**config.mk**
```make
export PLATFORM = sky130hd
export DESIGN_NAME = ispm_fill_ctrl
export DESIGN_NICKNAME = d
export VERILOG_FILES = /design/src/rtl/ispm_fill_pkg.sv /design/src/rtl/ispm_fill_ctrl.sv
export SDC_FILE = /design/constraint.sdc
export NUM_CORES = 1
export LEC_CHECK = 0
export CAP_MARGIN = 20
export CORE_UTILIZATION = 38
export CTS_CLUSTER_SIZE = 30
export DETAILED_ROUTE_END_ITERATION = 8
export PLACE_DENSITY_LB_ADDON = 0.08
export SYNTH_ARGS = -nofsm -noshare
export SYNTH_HDL_FRONTEND = slang
export SYNTH_SLANG_ARGS = --single-unit
```
**constraint.sdc**
```tcl
create_clock -name clk_i -period 1.53 [get_ports clk_i]
set_input_delay 0.153 -clock clk_i [delete_from_list [all_inputs] [get_ports clk_i]]
set_output_delay 0.153 -clock clk_i [all_outputs]
set_load 0.02 [all_outputs]
```
**src/rtl/ispm_fill_pkg.sv**
```systemverilog
// rtl/ispm_fill_pkg.sv - ISPM rw-port request/response types shared with the LSU path
package ispm_fill_pkg;

  localparam int unsigned DCACHE_INDEX_WIDTH = 12;
  localparam int unsigned DCACHE_TAG_WIDTH   = 32;

  typedef struct packed {
    logic [DCACHE_INDEX_WIDTH-1:0] address_index;
    logic [DCACHE_TAG_WIDTH-1:0]   address_tag;
    logic [63:0]                   data_wdata;
    logic                          data_req;
    logic                          data_we;
    logic [7:0]                    data_be;
    logic [1:0]                    data_size;
    logic                          kill_req;
    logic                          tag_valid;
  } dcache_req_i_t;

  typedef struct packed {
    logic        data_gnt;
    logic        data_rvalid;
    logic [63:0] data_rdata;
  } dcache_req_o_t;

endpackage

```
**src/rtl/ispm_fill_ctrl.sv**
```systemverilog
// rtl/ispm_fill_ctrl.sv - bulk-fill initiator writing a word stream into the ISPM rw port
module ispm_fill_ctrl
  import ispm_fill_pkg::*;
#(
  parameter int unsigned NR_WAYS        = 4,
  parameter int unsigned IDX_WIDTH      = 12,
  parameter int unsigned TIMEOUT_CYCLES = 64,
  localparam int unsigned WAY_W         = $clog2(NR_WAYS),
  localparam int unsigned WOFF_W        = WAY_W + IDX_WIDTH - 3
) (
  input  logic              clk_i,
  input  logic              rst_ni,
  input  logic              start_i,
  input  logic [WOFF_W-1:0] offset_i,
  input  logic [WOFF_W:0]   count_i,
  input  logic              verify_i,
  input  logic              wdata_valid_i,
  input  logic [63:0]       wdata_i,
  output logic              wdata_ready_o,
  output dcache_req_i_t     spm_req_o,
  input  dcache_req_o_t     spm_rsp_i,
  output logic              busy_o,
  output logic              done_o,
  output logic              err_timeout_o,
  output logic              err_mismatch_o,
  output logic [WOFF_W-1:0] mismatch_off_o
);

  localparam int unsigned CNT_W = WOFF_W + 1;
  localparam int unsigned TMR_W = $clog2(TIMEOUT_CYCLES + 1);
  localparam logic [TMR_W-1:0] TMR_LAST = TMR_W'(TIMEOUT_CYCLES - 1);

  typedef enum logic [2:0] {
    ST_IDLE, ST_FETCH, ST_WRITE, ST_VERIFY, ST_DONE
  } state_e;

  state_e            state_q, state_d;
  logic [WOFF_W-1:0] off_q, off_d;
  logic [CNT_W-1:0]  cnt_q, cnt_d;
  logic              verify_q, verify_d;
  logic [63:0]       data_q, data_d;
  logic [TMR_W-1:0]  timer_q, timer_d;
  logic              err_to_q, err_to_d;
  logic              err_mm_q, err_mm_d;
  logic [WOFF_W-1:0] mm_off_q, mm_off_d;
  logic              finish;
  logic              req_active;

  always_ff @(posedge clk_i or negedge rst_ni) begin
    if (!rst_ni) begin
      state_q  <= ST_IDLE;
      off_q    <= '0;
      cnt_q    <= '0;
      verify_q <= 1'b0;
      data_q   <= '0;
      timer_q  <= '0;
      err_to_q <= 1'b0;
      err_mm_q <= 1'b0;
      mm_off_q <= '0;
    end else begin
      state_q  <= state_d;
      off_q    <= off_d;
      cnt_q    <= cnt_d;
      verify_q <= verify_d;
      data_q   <= data_d;
      timer_q  <= timer_d;
      err_to_q <= err_to_d;
      err_mm_q <= err_mm_d;
      mm_off_q <= mm_off_d;
    end
  end

  always_comb begin
    state_d  = state_q;
    off_d    = off_q;
    cnt_d    = cnt_q;
    verify_d = verify_q;
    data_d   = data_q;
    timer_d  = '0;
    err_to_d = err_to_q;
    err_mm_d = err_mm_q;
    mm_off_d = mm_off_q;
    finish   = 1'b0;

    unique case (state_q)
      ST_IDLE: begin
        if (start_i) begin
          err_to_d = 1'b0;
          err_mm_d = 1'b0;
          mm_off_d = '0;
          if (count_i != '0) begin
            off_d    = offset_i;
            cnt_d    = count_i;
            verify_d = verify_i;
            state_d  = ST_FETCH;
          end else begin
            state_d  = ST_DONE;
          end
        end
      end
      ST_FETCH: begin
        if (wdata_valid_i) begin
          data_d  = wdata_i;
          state_d = ST_WRITE;
        end
      end
      ST_WRITE: begin
        if (spm_rsp_i.data_gnt) begin
          if (verify_q) state_d = ST_VERIFY;
          else          finish  = 1'b1;
        end else if (timer_q == TMR_LAST) begin
          err_to_d = 1'b1;
          state_d  = ST_DONE;
        end else begin
          timer_d  = timer_q + TMR_W'(1);
        end
      end
      ST_VERIFY: begin
        if (spm_rsp_i.data_rvalid) begin
          // Only the first mismatch since start is recorded
          if (spm_rsp_i.data_rdata != data_q && !err_mm_q) begin
            err_mm_d = 1'b1;
            mm_off_d = off_q;
          end
          finish = 1'b1;
        end else if (timer_q == TMR_LAST) begin
          err_to_d = 1'b1;
          state_d  = ST_DONE;
        end else begin
          timer_d  = timer_q + TMR_W'(1);
        end
      end
      ST_DONE: state_d = ST_IDLE;
      default: state_d = ST_IDLE;
    endcase

    if (finish) begin
      off_d   = off_q + WOFF_W'(1);
      cnt_d   = cnt_q - CNT_W'(1);
      state_d = (cnt_q == CNT_W'(1)) ? ST_DONE : ST_FETCH;
    end
  end

  assign req_active = (state_q == ST_WRITE) || (state_q == ST_VERIFY);

  // Request fields are gated so the port is all-zero whenever no request is driven
  always_comb begin
    spm_req_o = '0;
    if (req_active) begin
      spm_req_o.data_req                     = 1'b1;
      spm_req_o.data_we                      = (state_q == ST_WRITE);
      spm_req_o.data_be                      = 8'hFF;
      spm_req_o.data_size                    = 2'b11;
      spm_req_o.address_index[IDX_WIDTH-1:0] = {off_q[IDX_WIDTH-4:0], 3'b000};
      spm_req_o.address_tag[WAY_W-1:0]       = off_q[WOFF_W-1 -: WAY_W];
      spm_req_o.data_wdata                   = data_q;
    end
  end

  assign wdata_ready_o  = (state_q == ST_FETCH);
  assign busy_o         = (state_q != ST_IDLE);
  assign done_o         = (state_q == ST_DONE);
  assign err_timeout_o  = err_to_q;
  assign err_mismatch_o = err_mm_q;
  assign mismatch_off_o = mm_off_q;

endmodule
```
* After elaboration in Yosys (flattened, before gate mapping)
Index checks and enable logic that the tools add are counted.
Word-level totals: word-level logic and storage cells 85, register bits after elaboration 111, input bits 158, output and inout port bits 138
Cells by class: add/subtract/negate cells 3, reduce and logical (&&, ||, !) cells 17, equal/unequal tests 16, muxes and demuxes 40
Operators with widths (count):
- 2-to-1 mux 78 bit | 1
- 2-to-1 mux 11 bit | 7
- != test 64 bit | 1
- 2-to-1 mux 12 bit | 5
- 2-to-1 mux 3 bit | 9
- case mux 11 bit (2 select lines) | 1
- 2-to-1 mux 7 bit | 3
- case mux 7 bit (2 select lines) | 1
- equality test 12 x 1 -> 1 bit, second input constant | 1
- case mux 3 bit (4 select lines) | 1
- AND reduction 4 bit | 3
- nonzero test 12 bit | 1
- subtractor 12 x 1 -> 12 bit, second input constant | 1
- adder 11 x 1 -> 11 bit, second input constant | 1
- != test 2 bit, second input constant | 5
- 2-to-1 mux 1 bit | 9
- nonzero test 2 bit | 4
- adder 7 x 1 -> 7 bit, second input constant | 1
- equality test 7 x 6 -> 1 bit, second input constant | 1
- equality test 3 x 2 -> 1 bit, second input constant | 2
- != test 3 bit, second input constant | 2
- AND reduction 3 bit | 2
- nonzero test 3 bit | 2
- != test 4 bit, second input constant | 1
- other kinds (10) | 11

* Depth between registers and ports, before layout
Gate-level depths: netlist of the first run.
word-level depth 5, mapped depth 9, mapped depth without buffers 7

* Least setup slack after synthesis of the first run
No wires, ideal clock.
kind reg2reg, start point reg state_q[1], end point reg data_q[10], data arrival time 1.833 ns, path buffers 3, stages on the path, launching flop included 8, path slack -0.428 ns, data required time 1.405 ns, period minus slack after synthesis 1.958 ns, setup time 0.125 ns, cells stage by stage dfrtp_1 -> buf_2 -> nand2b_1 -> nor2_1 -> and2_1 -> buf_4 -> buf_6 -> mux2_2
On the way: longest elaborated chain between the ends 2
RTL lines:
- from (decl) | line ispm_fill_ctrl.sv:37 | state_e state_q, state_d;
- from (signal assigned) | line ispm_fill_ctrl.sv:61 | state_q <= state_d;
- equality test 3 x 1 -> 1 bit
- named net wdata_ready_o | line ispm_fill_ctrl.sv:19 | output logic wdata_ready_o,
- AND reduction 2 bit (no line)
- to (signal assigned) | line ispm_fill_ctrl.sv:65 | data_q <= data_d;
- to (decl) | line ispm_fill_ctrl.sv:41 | logic [63:0] data_q, data_d;
The timed path passes the listed nets, and every way through them passes these cells. A chain may end at the register's enable or synchronous reset.

* Worst setup path after layout of the first run
start point reg data_q[1], end point reg mm_off_q[10], in the netlist mismatch_off_o[10]
On the way: longest elaborated chain between the ends 4
RTL lines:
- != test 64 bit | line ispm_fill_ctrl.sv:121 | if (spm_rsp_i.data_rdata != data_q && !err_mm_q) begin
- logical AND 1 bit | line ispm_fill_ctrl.sv:121
- != test 2 bit (no line)
- AND reduction 4 bit (no line)
- to (signal assigned) | line ispm_fill_ctrl.sv:69 | mm_off_q <= mm_off_d;
- to (decl) | line ispm_fill_ctrl.sv:45 | logic [WOFF_W-1:0] mm_off_q, mm_off_d;
Every way passes these cells.

==> results of run 1 <==
-- cells in the mapped netlist (3+ instances only) --
master,instances,share of area
nor3_1,5,0.0039
nand3_1,14,0.011
buf_6,7,0.012
nor2_1,31,0.018
nand2_1,32,0.019
or3_1,3,0.0029
nor3b_1,3,0.0035
ha_1,4,0.0078
a22o_1,12,0.016
a31oi_1,3,0.0029
a211oi_1,7,0.0082
o211ai_1,6,0.0071
dfrtp_1,111,0.44
and2_1,78,0.076
nand4_1,18,0.018
inv_1,7,0.0041
and3_1,4,0.0039
nand2b_1,4,0.0039
clkbuf_1,10,0.0059
xnor2_1,67,0.092
buf_4,48,0.056
nor4_1,8,0.0078
o21ai_0,8,0.0063
o21ai_1,4,0.0031
nor2b_1,3,0.0029
mux2_2,64,0.11
buf_2,8,0.0063
a21oi_1,12,0.0094
-- power by group --
| group | internal [W] | switching [W] |
|---|---|---|
| logic | 0.00958 | 0.00665 |
| registers | 0.00428 | 0.00120 |
| clock network | 0.00136 | 0.00113 |
-- worst paths after layout --
path / cells after the start / slack [ps] / endpoint
max: 8 / -840 / mismatch_off_o[10]
min: 2 / 270 / data_q[0]
max reg2reg: 8 / -840 / mismatch_off_o[10]
min reg2reg: 1 / 510 / mismatch_off_o[6]
max in group asynchronous: 3 / 610 / state_q[2]
min in group clk_i: 3 / 340 / verify_q
-- registers in the layout, summed over array words and instances (netlist names) --
register,count
timer_q,7
cnt_q,12
err_timeout_o,1
off_q,11
state_q,3
err_mismatch_o,1
data_q,64
mismatch_off_o,11
verify_q,1
-- layout make-up --
| cell class | instances | share of cell area |
|---|---|---|
| clock buffers | 11 | 0.0203 |
| flip-flops and latches | 111 | 0.223 |
| clock inverters | 5 | 0.00453 |
| multi-input cells | 456 | 0.328 |
| inverters | 8 | 0.00302 |
| repair buffers | 468 | 0.398 |
| well taps | 220 | 0.0221 |
-- routing by layer --
layer / share of wire / track usage / wire (µm) / vias up
met5: 0 / 0 / 0 / -
met4: 0.028 / 0.116 / 699 / 0
met3: 0.041 / 0.0370 / 1020 / 39
met2: 0.53 / 0.468 / 13300 / 216
met1: 0.40 / 0.309 / 9950 / 3161
li1: - / - / - / 2928
-- metrics by stage --
stage	area, µm²	utilization	setup TNS [ps]
4_1_cts	11600	0.707	-78940
3_5_place_dp	10000	0.608	-63080
5_1_grt	12400	0.756	-83720
6_report	12400	0.756	-72420
2_1_floorplan	6630	-	-13000
3_3_place_gp	10000	0.608	-61180
-- logic make-up (layout without fill, tap and decap cells) --
family / after synthesis / after routing / synth area share
simple gates: 215 / 216 / 0.187
xor+xnor: 68 / 68 / 0.0933
fa+ha+maj: 4 / 4 / 0.00784
mux: 64 / 64 / 0.113
flops: 111 / 111 / 0.435
buf+inv: 81 / 492 / 0.0857
compound gates: 69 / 69 / 0.0775
other cells: 1 / 35 / 0.000588
-- worst register-to-register path: cells and delay by family (launching register included) --
kind	cells	cell delay [ps]
xor gates and xnor gates	1	290
and+or+nand+nor	3	960
buffers and inverters	2	360
DFF	1	400
AOI/OAI and AO/OA	2	300
-- what timing repair did --
item                       4_1_cts  5_1_grt
hold endpoints to repair        26        0
pin swaps                       42       77
buffers inserted                47       41
setup endpoints to repair      202      209
cloned                          10        7
gates resized for setup        698      212
hold buffers                     1        0
==> summary.md, run 1 <==
| Metric | Value |
|---|---|
| Sequential share of the synthesized area | `0.435` |
| DR pass1 iterations | `4` |
| Max-slew violation count | `0` |
| Layout Nets | `roughly 1200` |
| FMAX | `about 0.42 GHz` |
| DIE HEIGHT | `132 µm` |
| Crit path launch type | `flop` |
| Yosys Warn Count | `0` |
| Drt via density | `4.96` |
| Mapped Cells | `613` |
| Initial antenna violation count | `0` |
| Worst Setup SP | `data_q[1]` |
| Pre-CTS WS | `-1230 ps` |
| Worst vdd ir | `0.953 mV` |
| Post-route ant nets | `0` |
| Maxcap violations | `0` |
| Fin crit share | `1.55` |
| CP cell instances | `xnor2_1 -> nand4_1 -> nor4_1 -> nand4_1 -> buf_4 -> o21ai_4 -> buf_6 -> a22o_1` |
| Die Wd | `~130 µm` |
| Area grow syn2layout | `95.0%` |
| Vias in the first global route | `around 6400` |
| Wirelength, routed | `roughly 25000 µm` |
| CTS tree | `yes` |
| DIE AREA | `17300 µm²` |
| Worst hold path class | `in -> async` |
| Final Setup Violations | `~200` |
| Pwr/cell area | `about 1900 nW/µm²` |
| Mapped Area | `6380 µm²` |
| Worst path max stage delay | `roughly 440 ps` |
| Layout cells sized above 1 | `0.511` |
| Seq. cell area | `approximately 2800 µm²` |
| Commonest non-fill, non-tap cells in the layout | `clkdlybuf4s50_1 (160), buf_6 (141), buf_4 (113)` |
| CP Buf/Inv Count | `2` |
| Worst skew pair latency | `between 300 and 400 ps` |
| Slowest cell on crit path | `nor4_1` |
| CP Capture Type | `flop` |
| Placed insts | `1183` |
| Maximum buffer depth of the clock tree | `2` |
| Pin count of the biggest net entering global routing | `49` |
| Most used cell along the critical path | `nand4_1` |
| Routed wire per std cell | `roughly 19 µm` |
| Core area | `16500 µm²` |
| Unique masters post-synth | `between 50 and 60` |
| Initial DRC count | `approximately 280` |
| Grt ovf | `0` |
| Power consumption | `0.0242 W` |
| Commonest non-fill, non-tap cell in the layout | `clkdlybuf4s50_1` |
| Ant diodes | `0` |
| Detailed placer's ending HPWL | `approximately 16000 µm` |
| H-Tree Depth | `3` |
| Asr flop ratio synth | `1.00` |
| Area of the multi-input gates | `4090 µm²` |
| Clock slew at the register clock pins of the worst setup and hold paths | `approximately 80 ps` |
| Initial Utilization | `0.388` |
| Buffers added on ports | `260` |
| GPL Wtd Cong | `about 0.9` |
| Global-route wire length before repair | `approximately 35000 µm` |
| Root buffer cell | `clkbuf_16` |
| DRC viols | `0` |
| Setup WS post-layout | `-845 ps` |
| IO Pins | `between 200 and 300` |
| Failing checks | `setup timing` |
| Hold Vio Cnt, Final | `0` |
| Hold WS | `about 270 ps` |
| Non-filler cells, final | `around 1300` |
| Launch point of the worst reg-to-reg path | `data_q[1]` |
| Critical Path RT | `1830 ps` |
| WS Path Type | `reg -> reg` |
| Cell row count | `47` |
| Unrepaired setup endpoints after global routing | `true` |
| TritonCTS buffer count | `9` |
| Synthesized flop and latch total | `111` |
| Main synth FF type | `dfrtp_1` |
| Clock Skews | `12.3 ps` |
| GRT Total Usage | `0.261` |
| LEAKAGE | `5.73 nW` |
| CP Max Fanout | `6` |
| Arr. time, crit path | `2670 ps` |
| Largest delay share family, worst path | `simple AND/OR/NAND/NOR gates` |
| Mean post-synth cell area | `10.4 µm²` |
| Post-synth EDFFs | `0` |
| Final min period | `2370 ps` |
| Outcome | `finished, violations left` |
| DR vias | `6344` |
| # fillers | `~1100` |
| Clock sink total | `111` |
(Power assumes the default switching activity.)
==> inputs of run 2 (changes only) <==
- CORE_UTILIZATION: 38 -> 40
- clock period: 1.53 -> 2.9 ns (I/O delays scaled with it)
==> summary.md, run 2 (synthesis results as in run 1) <==
| Metric | Value |
|---|---|
| DIE HEIGHT | `128 µm (-2.5%)` |
| Drt via density | `5.06 (+2.0%)` |
| Postcts setup bufs | `0 (-100%)` |
| Clock power share | `0.152 (+0.049)` |
| TritonCTS buffer count | `9 (unchanged)` |
| GRT Total Usage | `0.230 (-0.0316)` |
| Routed wire per std cell | `17.5 µm (-10%)` |
| Seq. cell area | `2780 µm² (about the same)` |
| Maximum buffer depth of the clock tree | `2 (unchanged)` |
| Max-slew violation count | `0 (unchanged)` |
| Initial Utilization | `0.415 (+0.0276)` |
| Switching power | `0.00349 W (-61%)` |
| Maxcap violations | `0 (unchanged)` |
| Actual slew at the worst max-slew pin | `around 770 ps` |
| TNS Setup | `0 ps (+72420 ps)` |
| Ant diodes | `0 (unchanged)` |
| LEAKAGE | `3.72 nW (-35%)` |
| CP Capture Type | `output port` |
| Placed Area | `9000 µm² (-10%)` |
| Pin count of the biggest net entering global routing | `62 (+27%)` |
| Pre-CTS WS | `169 ps (+1400 ps)` |
| Sw frac | `0.388 (+0.0167)` |
| Final Setup Violations | `0 (-100%)` |
| Critical Path RT | `2610 ps (+780 ps)` |
| CP Buf/Inv Count | `3 (+1)` |
| Cell row count | `45 (-4.3%)` |
| Setup WS post-layout | `154 ps (+998 ps)` |
| Grt ovf | `0 (unchanged)` |
| Power consumption | `0.00900 W (-63%)` |
| DR vias | `5439 (-14%)` |
| IO Pins | `296 (unchanged)` |
| FMAX | `between 0.3 and 0.4 GHz` |
| Slew HR | `0.484` |
| WS Path Type | `reg -> out` |
| Layout Nets | `1021 (-16%)` |
| Cell area after layout | `9340 µm² (-25%)` |
| # fillers | `1295 (+17%)` |
| Initial antenna violation count | `0 (unchanged)` |
| Arr. time, crit path | `2460 ps (-210 ps)` |
| Biggest register | `data_q` |
| CP cell instances | `nand2b_2 -> inv_2 -> buf_12 -> and2_1 -> clkdlybuf4s50_1` |
| Largest delay share family, worst path | `buffers and inverters` |
| Buffers added on ports | `260 (unchanged)` |
| Die Wd | `128 µm (-2.5%)` |
| Pwr/cell area | `964 nW/µm² (-50%)` |
| Area grow syn2layout | `46.4%` |
| Hold Vio Cnt, Final | `0 (unchanged)` |
| Worst vdd ir | `0.578 mV (-39%)` |
| Core area | `15400 µm² (-6.6%)` |
| Wirelength, routed | `18800 µm (-24%)` |
| DIE AREA | `16500 µm² (-4.9%)` |
| Max FFs per register | `64 (unchanged)` |
| P_int | `0.00551 W (-64%)` |
| DR pass1 iterations | `5 (+1)` |
| Final min period | `about 2700 ps` |
| Commonest non-fill, non-tap cells in the layout | `clkdlybuf4s50_1 (259), dfrtp_1 (111), and2_1 (77)` |
| Grt met2 use | `0.401 (-0.0673)` |
| Worst hold path class | `reg -> reg` |
| GR Util met3 | `0.0563 (+0.0193)` |
| Commonest non-fill, non-tap cell in the layout | `clkdlybuf4s50_1` |
| Crit path launch type | `flop` |
| Clock slew at the register clock pins of the worst setup and hold paths | `70 ps (about the same)` |
| CTS resizes | `0 (-100%)` |
| Most used routing layer in global routing | `met2` |
| Clock Skews | `10.3 ps (-1.97 ps)` |
| Worst skew pair latency | `350 ps (about the same)` |
| CP Max Fanout | `44 (+38)` |
| Area of the multi-input gates | `3190 µm² (-22%)` |
| Post-route ant nets | `0 (unchanged)` |
| Root buffer cell | `clkbuf_16` |
| CTS tree | `yes` |
| Detailed placer's ending HPWL | `14600 µm (-8.2%)` |
| H-Tree Depth | `3 (unchanged)` |
| Biggest regs | `data_q x64, cnt_q x12` |
| Final core occ | `0.608 (-0.148)` |
| Slowest cell on crit path | `clkdlybuf4s50_1` |
| Fin crit share | `0.947` |
| Met1 Usage GRT | `0.278 (-0.0305)` |
| Global-route wire length before repair | `28900 µm (-17%)` |
| Vias in the first global route | `5442 (-15%)` |
| Clock sink total | `111 (unchanged)` |
| Reg power frac | `0.334 (+0.107)` |
| GPL Wtd Cong | `0.900 (+0.92%)` |
| Initial DRC count | `446 (+62%)` |
| Unrepaired setup endpoints after global routing | `false` |
| DRC viols | `0 (unchanged)` |
| Layout cells sized above 1 | `0.117 (-0.394)` |
| Worst path max stage delay | `670 ps (+230 ps)` |
| Outcome | `finished clean` |
| Combinational share of power | `0.513 (-0.157)` |
==> run 2: per-stage QoR <==
step           cells  hold WS [ps]
2_1_floorplan    647         -5.59
3_3_place_gp    1058           366
3_5_place_dp    1058           366
4_1_cts         1075           474
5_1_grt         1075           487
6_report        1075           465
==> run 2: worst paths after layout <==
kind | startpoint | slack [ps] | endpoint | depth (start not counted)
worst max-delay path | state_q[2] | 150 | spm_req_o[31] | 5
worst min-delay path | timer_q[0] | 460 | timer_q[0] | 1
worst max register to register | state_q[2] | 420 | off_q[7] | 8
worst min register to register | timer_q[0] | 460 | timer_q[0] | 1
max in group asynchronous | rst_ni | 1590 | timer_q[0] | 3
min in group asynchronous | rst_ni | 500 | data_q[0] | 2
==> run 2: cell type report <==
type,instances,share of cell area
inverters,8,0.00322
repair buffers,274,0.295
multi-input cells,455,0.341
clock buffers,13,0.0279
clock inverters,3,0.00697
well taps,211,0.0283
flip-flops and latches,111,0.297
==> run 2: routing by layer <==
| layer | routed length, µm | share of wire |
|---|---|---|
| met1 | 7600 | 0.40 |
| met2 | 9430 | 0.50 |
| met3 | 1400 | 0.074 |
| met4 | 409 | 0.022 |
| met5 | 0 | 0 |
==> run 2: timing repair <==
action                     4_1_cts  5_1_grt
hold buffers                     1        0
setup endpoints to repair        0        0
hold endpoints to repair        27        0
==> run 2: power by group through the flow <==
stage                     Combinational (W)  Clock [W]  Sequential (W)
after floorplan                     0.00297          0         0.00284
after global placement              0.00455          0         0.00300
after detailed placement            0.00463          0         0.00303
after CTS                           0.00465    0.00140         0.00301
after global routing                0.00497    0.00147         0.00313
final                               0.00462    0.00137         0.00301
==> inputs of run 3 (changes only) <==
- CORE_UTILIZATION: 40 -> 45
- PLACE_DENSITY_LB_ADDON: 0.08 -> 0.15
==> summary.md, run 3 (synthesis results as in run 1) <==
| Metric | Value |
|---|---|
| Outcome | `finished clean` |
| Cell row count | `43 (-4.4%)` |
| Slew HR | `0.572 (+0.0879)` |
| Ant diodes | `0 (unchanged)` |
| Layout cells sized above 1 | `0.117 (unchanged)` |
| Biggest register | `data_q` |
| Core area | `13900 µm² (-9.7%)` |
| Worst vdd ir | `0.528 mV (-8.8%)` |
| Max-slew violation count | `0 (unchanged)` |
| Initial antenna violation count | `0 (unchanged)` |
| FMAX | `0.370 GHz (+1.6%)` |
| Global-route wire length before repair | `28300 µm (-1.9%)` |
| CTS tree | `yes` |
| DIE HEIGHT | `121 µm (-5.6%)` |
| Final Setup Violations | `0 (unchanged)` |
| Hold Vio Cnt, Final | `0 (unchanged)` |
| Final core occ | `0.666 (+0.0587)` |
| DR vias | `5391 (-0.88%)` |
| CP Max Fanout | `46 (+4.5%)` |
| Clock sink total | `111 (unchanged)` |
| Post-route ant nets | `0 (unchanged)` |
| DIE AREA | `14700 µm² (-11%)` |
| Pin count of the biggest net entering global routing | `53 (-15%)` |
| Commonest non-fill, non-tap cell in the layout | `clkdlybuf4s50_1` |
| Commonest non-fill, non-tap cells in the layout | `clkdlybuf4s50_1 (259), dfrtp_1 (111), and2_1 (77)` |
| Setup WS post-layout | `197 ps (+43.1 ps)` |
| Reg2Reg Setup Slack | `540 ps (+120 ps)` |
| GRT Total Usage | `0.254 (+0.0240)` |
| Crit path launch type | `flop` |
| Placed Area | `8930 µm² (-0.85%)` |
| Cell area after layout | `9250 µm² (-0.96%)` |
| CTS resizes | `0 (unchanged)` |
| Initial DRC count | `292 (-35%)` |
| Initial Utilization | `0.460 (+0.0446)` |
| Clock slew at the register clock pins of the worst setup and hold paths | `70 ps (about the same)` |
| GPL Wtd Cong | `0.860 (-4.5%)` |
| Maxcap violations | `0 (unchanged)` |
| Reg-to-reg critical path endpoint | `mismatch_off_o[8]` |
| Max FFs per register | `64 (unchanged)` |
| Clock Skews | `8.82 ps (-1.46 ps)` |
| TNS Setup | `0 ps (unchanged)` |
| Worst Setup SP | `state_q[2]` |
| Critical Path RT | `2610 ps (about the same)` |
| Routed wire per std cell | `17.5 µm (about the same)` |
| H-Tree Depth | `3 (unchanged)` |
| Layout Nets | `1021 (unchanged)` |
| Depth of the most critical reg-to-reg path | `7 (-1)` |
| Biggest regs | `data_q x64, cnt_q x12` |
| Buffers added on ports | `260 (unchanged)` |
| Actual slew at the worst max-slew pin | `636 ps (-131 ps)` |
| Wirelength, routed | `18300 µm (-2.9%)` |
| Detailed placer's ending HPWL | `14100 µm (-3.1%)` |
| TritonCTS buffer count | `9 (unchanged)` |
| Maximum buffer depth of the clock tree | `2 (unchanged)` |
| Unrepaired setup endpoints after global routing | `false` |
| Arr. time, crit path | `2410 ps (-50 ps)` |
| Grt ovf | `0 (unchanged)` |
| DRC viols | `0 (unchanged)` |
| Drt via density | `5.16 (+2.1%)` |
| Vias in the first global route | `5486 (+0.81%)` |
| CTS Hold Buffers Added | `1 (unchanged)` |
| Pwr/cell area | `959 nW/µm² (-0.47%)` |
| CP Capture Point | `spm_req_o[18]` |
| Pre-CTS WS | `269 ps (+99.2 ps)` |
| Root buffer cell | `clkbuf_16` |
| Power consumption | `0.00887 W (-1.4%)` |
| WS Path Type | `reg -> out` |
| Final min period | `2700 ps (-43.1 ps)` |
| Launch point of the worst reg-to-reg path | `data_q[58]` |
| Worst hold path class | `in -> async` |
| DR pass1 iterations | `4 (-1)` |
| Area grow syn2layout | `45.0%` |
| CP Capture Type | `output port` |
| Postcts setup bufs | `0 (unchanged)` |
| IO Pins | `296 (unchanged)` |
| Worst skew pair latency | `360 ps (about the same)` |
| Die Wd | `121 µm (-5.6%)` |
| Fin crit share | `0.932 (-0.0149)` |
| LEAKAGE | `3.70 nW (-0.64%)` |
==> run 3: cell count changes in the layout (fill, tap and decap cells not counted) <==
cell and delta:
clkinvlp_4 +1, buf_4 +3, clkinv_2 -1, bufinv_16 -1, buf_12 -3, clkbuf_8 +1
==> run 3: per-layer routing <==
| metal | track usage | routed length, µm | vias to the layer above |
|---|---|---|---|
| met5 | 0 | 0 | - |
| met4 | 0.0903 | 419 | 0 |
| met3 | 0.0587 | 1310 | 26 |
| met2 | 0.430 | 9060 | 237 |
| met1 | 0.316 | 7490 | 2602 |
| li1 | - | - | 2526 |
==> run 3: through the flow <==
| step | hold slack (ps) | std cells |
|---|---|---|
| 2_1_floorplan | -5.59 | 647 |
| 5_1_grt | 489 | 1044 |
| 4_1_cts | 457 | 1044 |
| 3_5_place_dp | 278 | 1027 |
| 3_3_place_gp | 280 | 1027 |
| 6_report | 429 | 1044 |
==> run 3: power breakdown <==
group          internal (W)  total, W  switching (W)
clock network      0.000743   0.00131       0.000565
registers           0.00226   0.00302       0.000756
logic               0.00240   0.00455        0.00214
total               0.00541   0.00887        0.00347
==> run 3: how the worst min path moves through the flow <==
| stage | cells after the start | endpoint | slack, ps |
|---|---|---|---|
| 2_1_floorplan | 0 | cnt_q[0] | -6 |
| 3_3_place_gp | 1 | mismatch_off_o[0] | 280 |
| 3_5_place_dp | 1 | mismatch_off_o[0] | 280 |
| 4_1_cts | 2 | mismatch_off_o[0] | 460 |
| 5_1_grt | 2 | mismatch_off_o[3] | 490 |
| 6_report | 2 | mismatch_off_o[1] | 430 |
==> run 3: cell type report <==
cell class	count	area (µm²)
well taps	180	225
multi-input cells	455	3190
repair buffers	274	2720
inverters	8	30.0
fillers	1126	4630
flip-flops and latches	111	2780
clock inverters	2	37.5
clock buffers	14	274
==> run 3: critical path, stage by stage (launching register included) <==
cell,delay (ps)
dfrtp_1,460
nand2b_2,260
inv_2,90
buf_4,350
and2_1,190
clkdlybuf4s50_1,660
